`config.mk`:
```
export PLATFORM = sky130hd
export DESIGN_NAME = commit_flush_sequencer
export DESIGN_NICKNAME = d
export VERILOG_FILES = /design/src/rtl/flush_seq_pkg.sv /design/src/rtl/flush_drain_timer.sv /design/src/rtl/commit_flush_sequencer.sv
export SDC_FILE = /design/constraint.sdc
export NUM_CORES = 1
export LEC_CHECK = 0
export ABC_AREA = 1
export BUFFER_PORTS_ARGS = -buffer_cell sky130_fd_sc_hd__buf_2
export CAP_MARGIN = 20
export CORE_MARGIN = 8
export CORE_UTILIZATION = 35
export DETAILED_ROUTE_END_ITERATION = 8
export GPL_TIMING_DRIVEN = 1
export SLEW_MARGIN = 10
export SYNTH_ARGS = -nofsm -noshare
export SYNTH_HDL_FRONTEND = slang
export SYNTH_SLANG_ARGS = --single-unit
```
`constraint.sdc`:
```
create_clock -name clk_i -period 1.6 [get_ports clk_i]
set_input_delay 0.08 -clock clk_i [delete_from_list [all_inputs] [get_ports clk_i]]
set_output_delay 0.08 -clock clk_i [all_outputs]
set_load 0.03 [all_outputs]
```
`src/rtl/flush_seq_pkg.sv`:
```
// Shared types and helpers for the commit-stage flush sequencer.
package flush_seq_pkg;

  typedef enum logic [2:0] {
    KIND_FENCE    = 3'd0,
    KIND_FENCE_I  = 3'd1,
    KIND_FENCE_T  = 3'd2,
    KIND_SFENCE   = 3'd3,
    KIND_HFENCE_V = 3'd4,
    KIND_HFENCE_G = 3'd5
  } flush_kind_e;

  typedef enum logic [2:0] {
    ST_IDLE   = 3'd0,
    ST_DRAIN  = 3'd1,
    ST_DFLUSH = 3'd2,
    ST_IFLUSH = 3'd3,
    ST_TLB    = 3'd4,
    ST_DONE   = 3'd5
  } flush_state_e;

  function automatic int timer_width(input int drain_timeout);
    return $clog2(drain_timeout);
  endfunction

  // Unused encodings fold to FENCE; hypervisor fences fold to SFENCE without RVH.
  function automatic flush_kind_e map_kind(input logic [2:0] raw, input bit rvh);
    flush_kind_e k;
    case (raw)
      3'd1:    k = KIND_FENCE_I;
      3'd2:    k = KIND_FENCE_T;
      3'd3:    k = KIND_SFENCE;
      3'd4:    k = rvh ? KIND_HFENCE_V : KIND_SFENCE;
      3'd5:    k = rvh ? KIND_HFENCE_G : KIND_SFENCE;
      default: k = KIND_FENCE;
    endcase
    return k;
  endfunction

endpackage

```
`src/rtl/flush_drain_timer.sv`:
```
// Saturating drain-wait counter with a sticky flag raised when the count reaches MAX_COUNT.
module flush_drain_timer #(
  parameter int WIDTH     = 10,
  parameter int MAX_COUNT = 1023
) (
  input  logic clk,
  input  logic rst,
  input  logic clear,
  input  logic enable,
  output logic expired
);

  localparam logic [WIDTH-1:0] MAX_VAL = WIDTH'(MAX_COUNT);

  logic [WIDTH-1:0] count_r;
  logic             expired_r;

  // Count while enabled, hold at MAX_VAL; the flag is set on the step that lands on MAX_VAL.
  always_ff @(posedge clk) begin
    if (rst) begin
      count_r   <= '0;
      expired_r <= 1'b0;
    end else if (clear) begin
      count_r <= '0;
    end else if (enable && (count_r != MAX_VAL)) begin
      count_r <= count_r + WIDTH'(1);
      if (count_r == (MAX_VAL - WIDTH'(1))) begin
        expired_r <= 1'b1;
      end
    end
  end

  assign expired = expired_r;

endmodule

```
`src/rtl/commit_flush_sequencer.sv`:
```
// Sequences commit-stage fences: store drain, D$ flush handshake, I$/TLB pulses, pipeline flush.
// Optional performance counters are built when FLUSH_SEQ_PERF_EN is defined.
module commit_flush_sequencer
  import flush_seq_pkg::*;
#(
  parameter bit DCACHE_WB     = 1'b1,
  parameter bit RVH           = 1'b1,
  parameter int DRAIN_TIMEOUT = 1024
) (
  input  logic        clk_i,
  input  logic        rst_i,
  input  logic        req_valid_i,
  input  logic [2:0]  req_kind_i,
  output logic        req_ready_o,
  input  logic        halt_i,
  input  logic        no_st_pending_i,
  output logic        dcache_flush_o,
  input  logic        dcache_flush_ack_i,
  output logic        icache_flush_o,
  output logic        sfence_vma_o,
  output logic        hfence_vvma_o,
  output logic        hfence_gvma_o,
  output logic        flush_pipeline_o,
  output logic        done_o,
  output logic        busy_o,
  output logic        drain_timeout_o,
  output logic [31:0] drain_cycles_o,
  output logic [31:0] dflush_cycles_o
);

  localparam int TW = timer_width(DRAIN_TIMEOUT);

  flush_state_e state_r, state_next_s;
  flush_kind_e  kind_r;
  logic         accept_s;
  logic         dcache_flush_r, icache_flush_r, sfence_r, hvvma_r, hgvma_r, done_r, busy_r;

  assign accept_s    = (state_r == ST_IDLE) && req_valid_i && !halt_i;
  assign req_ready_o = (state_r == ST_IDLE) && !halt_i && !rst_i;

  flush_drain_timer #(
    .WIDTH     (TW),
    .MAX_COUNT (DRAIN_TIMEOUT - 1)
  ) u_drain_timer (
    .clk     (clk_i),
    .rst     (rst_i),
    .clear   (accept_s),
    .enable  ((state_r == ST_DRAIN) && !no_st_pending_i),
    .expired (drain_timeout_o)
  );

  // State and latched kind.
  always_ff @(posedge clk_i) begin
    if (rst_i) begin
      state_r <= ST_IDLE;
      kind_r  <= KIND_FENCE;
    end else begin
      state_r <= state_next_s;
      if (accept_s) begin
        kind_r <= map_kind(req_kind_i, RVH);
      end
    end
  end

  // Next-state selection.
  always_comb begin
    state_next_s = state_r;
    case (state_r)
      ST_IDLE: begin
        if (accept_s) state_next_s = ST_DRAIN;
        else          state_next_s = ST_IDLE;
      end
      ST_DRAIN: begin
        if (no_st_pending_i) begin
          case (kind_r)
            KIND_FENCE:                 state_next_s = DCACHE_WB ? ST_DFLUSH : ST_DONE;
            KIND_FENCE_I, KIND_FENCE_T: state_next_s = DCACHE_WB ? ST_DFLUSH : ST_IFLUSH;
            default:                    state_next_s = ST_TLB;
          endcase
        end else begin
          state_next_s = ST_DRAIN;
        end
      end
      ST_DFLUSH: begin
        if (dcache_flush_ack_i) state_next_s = (kind_r == KIND_FENCE) ? ST_DONE : ST_IFLUSH;
        else                    state_next_s = ST_DFLUSH;
      end
      ST_IFLUSH: state_next_s = (kind_r == KIND_FENCE_T) ? ST_TLB : ST_DONE;
      ST_TLB:    state_next_s = ST_DONE;
      ST_DONE:   state_next_s = ST_IDLE;
      default:   state_next_s = ST_IDLE;
    endcase
  end

  // Outputs are flopped decodes of the upcoming state so they line up with state_r.
  always_ff @(posedge clk_i) begin
    if (rst_i) begin
      dcache_flush_r <= 1'b0;
      icache_flush_r <= 1'b0;
      sfence_r       <= 1'b0;
      hvvma_r        <= 1'b0;
      hgvma_r        <= 1'b0;
      done_r         <= 1'b0;
      busy_r         <= 1'b0;
    end else begin
      dcache_flush_r <= (state_next_s == ST_DFLUSH);
      icache_flush_r <= (state_next_s == ST_IFLUSH);
      sfence_r       <= (state_next_s == ST_TLB) &&
                        ((kind_r == KIND_SFENCE) || (kind_r == KIND_FENCE_T));
      hvvma_r        <= (state_next_s == ST_TLB) && (kind_r == KIND_HFENCE_V);
      hgvma_r        <= (state_next_s == ST_TLB) && (kind_r == KIND_HFENCE_G);
      done_r         <= (state_next_s == ST_DONE);
      busy_r         <= (state_next_s != ST_IDLE);
    end
  end

  assign dcache_flush_o   = dcache_flush_r;
  assign icache_flush_o   = icache_flush_r;
  assign sfence_vma_o     = sfence_r;
  assign hfence_vvma_o    = hvvma_r;
  assign hfence_gvma_o    = hgvma_r;
  assign flush_pipeline_o = done_r;
  assign done_o           = done_r;
  assign busy_o           = busy_r;

`ifdef FLUSH_SEQ_PERF_EN
  logic [31:0] drain_cycles_r, dflush_cycles_r;

  // Residency counters; only reset clears them.
  always_ff @(posedge clk_i) begin
    if (rst_i) begin
      drain_cycles_r  <= 32'd0;
      dflush_cycles_r <= 32'd0;
    end else begin
      if (state_r == ST_DRAIN)  drain_cycles_r  <= drain_cycles_r + 32'd1;
      if (state_r == ST_DFLUSH) dflush_cycles_r <= dflush_cycles_r + 32'd1;
    end
  end

  assign drain_cycles_o  = drain_cycles_r;
  assign dflush_cycles_o = dflush_cycles_r;
`else
  assign drain_cycles_o  = 32'd0;
  assign dflush_cycles_o = 32'd0;
`endif

endmodule

```
* Word-level counts from Yosys, hierarchy flattened
Index checks and enable logic that the tools add are counted.
** Operators by class
- Reductions and logical operators :: 19
- Bitwise operators :: 1
- Muxes and demuxes :: 8
- Equal/unequal tests :: 20
- Add/sub/neg operators :: 1
** Operators by type and width (count)
- $pmux 3 s5 :: 2
- $eq 3x2->1 const B :: 8
- $eq 3x3->1 const B :: 7
- $mux 3 :: 4
- $add 10x1->10 const B :: 1
- $eq 10x10->1 const B :: 1
- $ne 10x10->1 const B :: 1
- $eq 3x1->1 const B :: 3
- $logic_and 1x1->1 :: 9
- $logic_not 3->1 :: 2
- $logic_not 1->1 :: 3
- $reduce_and 3->1 :: 1
- $reduce_bool 3->1 :: 1
- $reduce_or 3->1 :: 1
- $mux 1 :: 2
- $reduce_or 2->1 :: 1
- $logic_or 1x1->1 :: 1
- $not 1->1 :: 1
** Word-level totals
- Output and inout port bits :: 74
- Bits of input ports :: 9
- Flip-flop bits (word level) :: 24
- Logic and storage cells :: 60

* Longest topological paths before layout
Gate-level depths: netlist (run 1).
- Depth after elaboration :: 7
- Depth in mapped cells :: 9
- Gate-level depth less buffers :: 9

* By module
A second synthesis (run 1) with hierarchy kept.
** Second synthesis, totals
- Cells, all modules :: 243
- Area total of the unflattened synthesis :: 1791.7 um2
** By module, submodules not included
- commit_flush_sequencer :: cells an instance 155, area each 1119.8 um2, sequential area each 260.2 um2, times used 1
- flush_drain_timer :: cells an instance 88, area each 671.9 um2, sequential area each 220.2 um2, times used 1

* Least setup slack after synthesis (run 1)
No wires, ideal clock.
- Path kind :: register -> register
- Start point :: register u_drain_timer.count_r[0]
- End point :: register u_drain_timer.count_r[7]
- Buffers on the path :: 1
- Data arrival time :: 1.265 ns
- Stages on the path, launching flop included :: 10
- Library setup time :: 0.115 ns
- Clock period less this slack :: 1.380 ns
- Setup slack :: 0.220 ns
- Required time :: 1.485 ns
- Cell sequence :: dfxtp_1 > ha_1 > inv_1 > nor2_4 > nand3_2 > nand2_4 > buf_12 > o21bai_2 > nand2_1 > nor2_1
** On the way
- Longest elaborated chain between the ends :: 2
- Elaborated cells between the ends (all ways) :: 3
- Classes of those cells :: add/sub: 1; eq/ne: 1; reduce/logical: 1
** RTL lines
- start: declaration :: RTL line flush_drain_timer.sv:15 : logic [WIDTH-1:0] count_r;
- start signal: assignment :: RTL line flush_drain_timer.sv:26 : count_r <= count_r + WIDTH'(1);
- parallel branches: the longest is 2 deep, another holds $add 10x1->10
Parallel ways; which one is timed is not known.
A chain may end at the register's enable or synchronous reset.

* Final worst setup path (run 1)
- Start point :: register u_drain_timer.count_r[1]
- End point :: register u_drain_timer.count_r[7]
The elaborated chain is that of the path after synthesis.

==> metrics.txt, run 1 <==
Reg with most FFs=u_drain_timer.count_r; Seq/Total Area, Yosys=26.6%; max reg flops=10; PD cells=~780 nW/um^2; max-cap viol count=0; Hold Crit Class=in2reg; cts bufs inserted=3; Residual DRC=0; nets@finish=a little under 300; final setup violating endpoints=0; Pins Over Slew Limit=0; Cell Count, Final, Fillers Out=approximately 350; worst skew pair latency=approximately 0.27 ns; TritonCTS clock tree=built; Mapped Area=1810 um^2; worst path cell trace=ha_1, inv_1, nor2_4, nand3_2, nand2_4, buf_4, nor2_1, nand2_1, nand2_1, nor2_1; crit path DAT=between 1.5 and 2 ns; crit path buf inv count=2; initial antenna violation count=0; placed cells=about 340; deepest clock path buffer count=2; Via density=roughly 3.9; Top Registers=u_drain_timer.count_r x10, kind_r x3, state_r x3; Site Rows=26; final core utilization=between 30% and 40%; Setup Skew=approximately 0.0047 ns; Yosys Warn Count=0; core region area=about 5000 um^2; PortBufs=18; CTS clk-pin slew, worst paths=0.08 ns; RSZ-0062 raised after global routing=false; Total GRT Usage=under 10%; area added between synthesis and finish=1.73%; Post-synth ARST share=0%; vias in the first global route=between 1000 and 1500; ys flop type=dfxtp_1; synthesized instance count=250; Clock Tree Root=clkbuf_8; delay of the slowest cell on the worst path=~0.4 ns; WP data required=~1.8 ns; number of flops mapped to enable cells by yosys=0; startpoint types=flop; most frequent cells in the layout=conb_1, nand2_1, inv_1, nor2_1, dfxtp_1; Die H=87.8 um; dpl ws=around 0.11 ns; Mean Syn Cell Area=7.23 um^2; status=complete, no violations; DRT Pass-1 Iters=4; htree depth=1; post-route ant nets=0; grt total ovfl=0; starting DRC count in detailed routing=46; # clock sinks=24; TNS Setup=0 ns; n_diodes=0; Leak=just over 0.9 nW; Cell variety after synth=29; Final Total Pwr=1.43 mW; proportion of layout cells with a drive suffix above 1=about a fifth; Die W=87.8 um; first-pass GRT wire length=around 5.5 mm; Peak VDD IR=between 500 and 600 uV; min Tclk post-route=1.41 ns; Routed wire per std cell=between 9 and 10 um; Final WS setup=0.189 ns; largest net degree at the start of global routing=14; fin crit share=about nine tenths; Seq cells post-synth=24; crit-path leading delay family=simple AND/OR/NAND/NOR gates; Die Outline Area=approximately 7700 um^2; HPWL after DPL=between 2 and 3 mm; Initial Util=around 36%; via count=1342; Final Hold Vio Count=0; WL final=roughly 3.3 mm; CP max-delay cell=dfxtp_1; most common cell after layout, fill and taps aside=conb_1; Crit Path Max Fanout=6; Setup Crit Path Kind=reg2reg; Crit. End Element=flop; Routability Congestion=~0.82; io pins=between 80 and 90; highest clock rate=roughly 710 MHz
## metal layers
metal	wire length [um]	vias up	share of wire, %	GRT usage (%)
li1	-	707	-	-
met1	1390	597	42	9.65
met2	1720	34	52	15.6
met3	194	4	5.8	2.53
met4	25	0	0.75	2.34
met5	0	-	0	0
## cell type report
| cell class | instances | area [um^2] |
|---|---|---|
| Inverter | 28 | 105 |
| Timing Repair Buffer | 27 | 170 |
| Clock buffer | 4 | 55.1 |
| Multi-Input combinational cell | 194 | 938 |
| Fill cell | 570 | 3200 |
| Tap cell | 70 | 87.6 |
| Sequential cell | 24 | 482 |
## cells by family (layout without fill, tap and decap cells)
kind of cell | after synthesis | count (layout) | share of synthesized area (%)
flip-flops | 24 | 24 | 26.6
AO/OA/AOI/OAI | 25 | 25 | 9.70
AND/OR/NAND/NOR | 98 | 98 | 24.7
XOR/XNOR | 3 | 3 | 1.45
buffers and inverters | 95 | 59 | 34.6
adder cells (fa/ha/maj) | 4 | 4 | 2.77
other | 1 | 64 | 0.208
## where the power goes
| part | internal [mW] | switching [mW] | leakage (nW) |
|---|---|---|---|
| Combinational | 0.0638 | 0.326 | 0.708 |
| Clock | 0.220 | 0.192 | 0.0288 |
| Sequential | 0.616 | 0.0150 | 0.195 |
## cells in the mapped netlist, types with 4 or more instances
master,instances,area share [%]
a21oi_1,4,1.1
a21oi_2,9,4.4
buf_4,65,27
dfxtp_1,24,27
ha_1,4,2.8
inv_1,24,5.0
nand2_1,46,9.6
nand3_1,9,2.5
nand4_1,7,2.4
nor2_1,24,5.0
o21ai_0,7,1.9
## per-stage QoR
step	hold WS, ns	instance area [um^2]
after floorplan	0.150	2040
after global placement	0.324	1750
after detailed placement	0.322	1750
after CTS	0.0235	1810
after global routing	0.0318	1840
final	0.0325	1840
## what timing repair did
item | CTS | global route
setup buffers | 0 | 4
hold endpoints to repair | 0 | 0
hold buffers | 0 | 0
resized for setup | 0 | 1
endpoints found under the setup margin | 0 | 4
## final timing paths
kind / startpoint / endpoint / slack, ns / cells after the start
setup reg to reg: u_drain_timer.count_r[1] / u_drain_timer.count_r[7] / 0.19 / 10
hold / removal: rst_i / u_drain_timer.expired / 0.03 / 2
setup / recovery: u_drain_timer.count_r[1] / u_drain_timer.count_r[7] / 0.19 / 10
hold reg to reg: u_drain_timer.expired / u_drain_timer.expired / 0.47 / 2
(Power assumes the default switching activity.)
==> inputs of run 2 (changes only) <==
--- a/config.mk
+++ b/config.mk
@@ -10,8 +10,10 @@
 export CAP_MARGIN = 20
 export CORE_MARGIN = 8
 export CORE_UTILIZATION = 35
+export CTS_BUF_LIST = sky130_fd_sc_hd__clkbuf_16
 export DETAILED_ROUTE_END_ITERATION = 8
 export GPL_TIMING_DRIVEN = 1
+export SETUP_SLACK_MARGIN = 0.2
 export SLEW_MARGIN = 10
 export SYNTH_ARGS = -nofsm -noshare
 export SYNTH_HDL_FRONTEND = slang
==> constraint.sdc (replaced) <==
create_clock -name clk_i -period 1.5 [get_ports clk_i]
set_input_delay 0.075 -clock clk_i [delete_from_list [all_inputs] [get_ports clk_i]]
set_output_delay 0.075 -clock clk_i [all_outputs]
set_load 0.03 [all_outputs]
==> run 2 against run 1 <==
Against the previous run: cell area grew 9.7%; die area did not move; worst setup slack better by 0.020 ns; largest power group unchanged; sequential share of layout area shrank 1.8 points; clock power grew 43%; highest routed layer unchanged; non-clock buffer count up 5; sequential cell count did not move; power up 20%; hold slack better by 0.014 ns.
==> metrics.txt, run 2 (synthesis gave the netlist of run 1 again) <==
highest clock rate=774 MHz (+9.3%); Peak VDD IR=638 uV (+22%); PD cells=855 nW/um^2 (+9.7%); DRT Pass-1 Iters=4 (unchanged); startpoint types=flop; largest net degree at the start of global routing=14 (unchanged); crit path from=u_drain_timer.count_r[1]; worst skew pair latency=0.26 ns (about the same); RSZ-0062 raised after global routing=true; max-cap viol count=0 (unchanged); Total GRT Usage=9.57% (+0.88 points); Via density=4.01 (+3.6%); Die H=87.8 um (unchanged); dpl ws=0.0486 ns (-0.0566 ns); n_diodes=0 (unchanged); cts bufs inserted=3 (unchanged); Hold Startpoint=rst_i; Pins Over Slew Limit=0 (unchanged); proportion of layout cells with a drive suffix above 1=28.9% (+9.4 points); via count=1418 (+5.7%); Final WS setup=0.208 ns (+0.0196 ns); Die W=87.8 um (unchanged); CTS clk-pin slew, worst paths=0.06 ns (-0.02 ns); WP data required=1.70 ns (-0.11 ns); initial antenna violation count=0 (unchanged); Reg2Reg Launch Point=u_drain_timer.count_r[1]; most frequent cells in the layout=conb_1, nand2_1, inv_1; Cell Count, Final, Fillers Out=354 (+2.0%); Leak=0.996 nW (+6.8%); Residual DRC=0 (unchanged); fin crit share=86.1% (-2.1 points); Final Total Pwr=1.72 mW (+20%); Post-DP Area=1770 um^2 (+0.79%); final setup violating endpoints=0 (unchanged); final instance area=2020 um^2 (+9.7%); crit path buf inv count=2 (unchanged); Crit. End Element=flop; TritonCTS clock tree=built; core region area=5040 um^2 (unchanged); M1 WL=1.55 mm (+11%); post-route ant nets=0 (unchanged); status=complete, no violations; CP max-delay cell=dfxtp_2; # clock sinks=24 (unchanged); vias in the first global route=1400 (+8.9%); Setup Skew=0.00173 ns (-0.00300 ns); metal2 WL=2.30 mm (+33%); crit-path leading delay family=simple AND/OR/NAND/NOR gates; grt total ovfl=0 (unchanged); area added between synthesis and finish=11.6%; PortBufs=18 (unchanged); htree depth=1 (unchanged); Setup Crit Path Kind=reg2reg; Reg with most FFs=u_drain_timer.count_r; placed cells=339 (unchanged); starting DRC count in detailed routing=100 (+120%); WL met3=181 um (-6.7%); Clock Tree Root=clkbuf_16; min Tclk post-route=1.29 ns (-0.120 ns); Max Used Layer=met4; max reg flops=10 (unchanged); WL final=4.04 mm (+21%); Routability Congestion=0.843 (+3.3%); Final Hold Vio Count=0 (unchanged); Site Rows=26 (unchanged); Initial Util=35.8% (unchanged); Hold Buf Count CTS=0 (unchanged); most common cell after layout, fill and taps aside=conb_1; Crit Path Max Fanout=5 (-1); first-pass GRT wire length=5.94 mm (+7.7%); final core utilization=40.0% (+3.5 points); nets@finish=298 (+2.4%); Hold Crit Class=in2reg; delay of the slowest cell on the worst path=0.35 ns (-0.04 ns); Die Outline Area=7720 um^2 (unchanged); Routed wire per std cell=11.4 um (+19%); io pins=83 (unchanged); Top Registers=u_drain_timer.count_r x10, kind_r x3, state_r x3; HPWL after DPL=2.89 mm (+3.0%); crit path DAT=1.49 ns (-0.14 ns); Min Hold Slack=0.0467 ns (+0.0142 ns); deepest clock path buffer count=2 (unchanged); worst path cell trace=ha_4, inv_2, nor2_4, nand3_4, nand2_4, buf_12, nor2_4, nand2_1, nand2_1, nor2_1; TNS Setup=0 ns (unchanged)
## run 2: cell type report
cell class / count / area [um^2]
fillers: 535 / 3030
multi-input cells: 195 / 1020
repair buffers: 32 / 223
inverters: 28 / 110
clock inverters: 1 / 3.75
flip-flops and latches: 24 / 493
well taps: 70 / 87.6
clock buffers: 3 / 75.1
repair inverters: 1 / 5.00
## run 2: path summary, 6_finish.rpt
| path | depth (start not counted) | slack [ns] | endpoint |
|---|---|---|---|
| max | 10 | 0.21 | u_drain_timer.count_r[7] |
| min | 2 | 0.05 | u_drain_timer.expired |
| max reg2reg | 10 | 0.21 | u_drain_timer.count_r[7] |
| min reg2reg | 2 | 0.48 | u_drain_timer.expired |
## run 2: repair_timing
item                                    CTS  global route
endpoints found under the setup margin   14            22
pin swaps                                 2            10
endpoints found under the hold margin     0             0
cloned                                    0             2
buffers inserted                          7             2
resized for setup                         8            24
## run 2: where the power goes
| part | total, mW | switching [mW] | internal [mW] |
|---|---|---|---|
| sequential | 0.675 | 0.0174 | 0.658 |
| combinational | 0.458 | 0.372 | 0.0855 |
| clock | 0.591 | 0.234 | 0.357 |
## run 2: layer usage
metal,global-route usage [%],vias to the layer above
met4,2.66,0
met3,2.91,2
met5,0,-
li1,-,727
met1,9.94,654
met2,17.9,35
==> inputs of run 3 (changes only) <==
--- a/config.mk
+++ b/config.mk
@@ -8,11 +8,12 @@
 export ABC_AREA = 1
 export BUFFER_PORTS_ARGS = -buffer_cell sky130_fd_sc_hd__buf_2
 export CAP_MARGIN = 20
-export CORE_MARGIN = 8
+export CORE_MARGIN = 2
 export CORE_UTILIZATION = 35
 export CTS_BUF_LIST = sky130_fd_sc_hd__clkbuf_16
 export DETAILED_ROUTE_END_ITERATION = 8
 export GPL_TIMING_DRIVEN = 1
+export REMOVE_ABC_BUFFERS = 1
 export SETUP_SLACK_MARGIN = 0.2
 export SLEW_MARGIN = 10
 export SYNTH_ARGS = -nofsm -noshare
==> run 3 against run 2 <==
Against the previous run: worst setup slack worse by 0.052 ns; critical path depth down 3; sequential power is essentially flat; via count down 1.9%; power is 11% higher; clock power rose by 31%; count of clock-buffer cells in the layout stayed put; combinational power decreased by 1%; largest power group is now the clock network.
==> metrics.txt, run 3 (synthesis gave the netlist of run 1 again) <==
status=complete, no violations; Post-DP Area=1750 um^2 (-0.78%); PortBufs=18 (unchanged); TNS Setup=0 ns (unchanged); vias in the first global route=1086 (-22%); HPWL after DPL=2.35 mm (-19%); final instance area=2030 um^2 (+0.81%); worst skew pair latency=0.26 ns (about the same); Routed wire per std cell=9.56 um (-16%); delay of the slowest cell on the worst path=0.37 ns (+0.02 ns); final setup violating endpoints=0 (unchanged); Worst R2R End=u_drain_timer.count_r[1]; largest net degree at the start of global routing=15 (+1); Via density=3.96 (-1.1%); highest clock rate=745 MHz (-3.8%); most common cell after layout, fill and taps aside=conb_1; crit path DAT=1.54 ns (+0.05 ns); n_diodes=0 (unchanged); worst setup path end=u_drain_timer.count_r[1]; WL final=3.36 mm (-17%); Peak VDD IR=406 uV (-36%); Final Hold Vio Count=0 (unchanged); Crit. End Element=flop; Die W=75.8 um (-14%); grt total ovfl=0 (unchanged); min Tclk post-route=1.34 ns (+0.0515 ns); most frequent cell on the critical path=inv_2; deepest clock path buffer count=2 (unchanged); startpoint types=flop; fillers=507 (-5.2%); Die Outline Area=5750 um^2 (-25%); first-pass GRT wire length=4.92 mm (-17%); fin crit share=89.5% (+3.4 points); Setup Skew=0.00341 ns (+0.00168 ns); io pins=83 (unchanged); worst path cell trace=inv_2, nor2_1, nand3_1, inv_2, nand2_2, or2_2, a21oi_2; CTS clk-pin slew, worst paths=0.07 ns (about the same); DRT Pass-1 Iters=4 (unchanged); Hold Buf Count CTS=0 (unchanged); R2R depth=7 (-3); Clock Tree Root=clkbuf_16; CP max-delay cell=dfxtp_4; Total GRT Usage=11.0% (+1.4 points); initial antenna violation count=0 (unchanged); nets@finish=295 (-1.0%); htree depth=1 (unchanged); Residual DRC=0 (unchanged); # clock sinks=24 (unchanged); Setup Crit Path Kind=reg2reg; Die H=75.8 um (-14%); max-cap viol count=0 (unchanged); cts bufs inserted=3 (unchanged); core region area=5040 um^2 (unchanged); proportion of layout cells with a drive suffix above 1=29.9% (+1.0 points); Hold Crit Class=in2reg; most frequent cells in the layout=conb_1, nand2_1, inv_1; RSZ-0062 raised after global routing=true; area added between synthesis and finish=12.5%; Reg2Reg Launch Point=state_r[0]; crit path from=state_r[0]; TritonCTS clock tree=built; Final Total Pwr=1.91 mW (+11%); WP data required=1.70 ns (about the same); Top Registers=u_drain_timer.count_r x10, kind_r x3, state_r x3; starting DRC count in detailed routing=145 (+45%); PD cells=938 nW/um^2 (+9.7%); Routability Congestion=0.837 (-0.76%); Initial Util=35.8% (unchanged); Site Rows=26 (unchanged); register-to-register setup slack=0.16 ns (-0.05 ns); via count=1391 (-1.9%); Leak=0.998 nW (+0.22%); Crit Path Max Fanout=5 (unchanged); post-route ant nets=0 (unchanged); Pins Over Slew Limit=0 (unchanged); Reg with most FFs=u_drain_timer.count_r; max reg flops=10 (unchanged)
==> run 3: cell types whose count changed in the layout (fill, tap and decap cells not counted), moves of 2 or more <==
cell | before | now
dfxtp_1 | 18 | 15
buf_4 | 13 | 9
inv_1 | 21 | 19
dfxtp_2 | 4 | 7
nand2_2 | 4 | 6
nand2_4 | 2 | 0
inv_2 | 5 | 7
==> run 3: power by group <==
group	total [mW]	internal [mW]	switching (mW)	leakage (nW)
sequential	0.676	0.658	0.0183	0.199
clock	0.777	0.531	0.246	0.0511
combinational	0.452	0.0850	0.367	0.748
total	1.91	1.27	0.632	0.998
==> run 3: critical path: cells and delay by family, from the launching register on <==
family                 cells  cell delay (ns)
AOI/OAI and AO/OA          1             0.11
buffers and inverters      2             0.18
DFF                        1             0.37
and+or+nand+nor            4             0.61
==> run 3: stage by stage <==
| step | setup WS [ns] | hold slack, ns | utilization, % | cells |
|---|---|---|---|---|
| 2_1_floorplan | 0.0678 | 0.145 | - | 246 |
| 3_3_place_gp | 0.112 | 0.323 | 34.7 | 339 |
| 3_5_place_dp | 0.0825 | 0.323 | 34.7 | 339 |
| 4_1_cts | 0.200 | 0.0442 | 38.2 | 348 |
| 5_1_grt | 0.0695 | 0.0450 | 40.3 | 351 |
| 6_report | 0.157 | 0.0481 | 40.3 | 351 |
==> run 3: area by class of cell <==
class,instances,area [um^2],area share (%)
Clock buffer,3,75.1,3.69
Clock inverter,1,30.0,1.48
Inverter,28,108,5.30
Multi-Input combinational cell,195,1030,50.5
Sequential cell,24,497,24.4
Tap cell,70,87.6,4.31
Timing Repair Buffer,30,209,10.3
==> run 3: per-layer routing <==
metal	up-vias	global-route usage [%]	part of all wire, %
met1	606	15.3	45
met5	-	0	0
met2	65	17.1	46
met3	5	1.98	8.4
li1	715	-	-
met4	0	3.51	1.3
==> run 3: what timing repair did <==
| item | in CTS | in global routing |
|---|---|---|
| buffers inserted | 4 | 3 |
| pin swaps | 4 | 6 |
| endpoints found under the setup margin | 15 | 18 |
| resized for setup | 8 | 30 |
| gates cloned | 1 | 0 |
==> run 3: worst min-delay path by stage <==
| stage | startpoint | slack (ns) | endpoint | cells past startpoint |
|---|---|---|---|---|
| floorplan | rst_i | 0.14 | done_o | 1 |
| global placement | rst_i | 0.32 | u_drain_timer.expired | 2 |
| detailed placement | rst_i | 0.32 | u_drain_timer.expired | 2 |
| CTS | rst_i | 0.04 | state_r[0] | 2 |
| global route | rst_i | 0.04 | state_r[0] | 2 |
| finish | rst_i | 0.05 | state_r[0] | 2 |
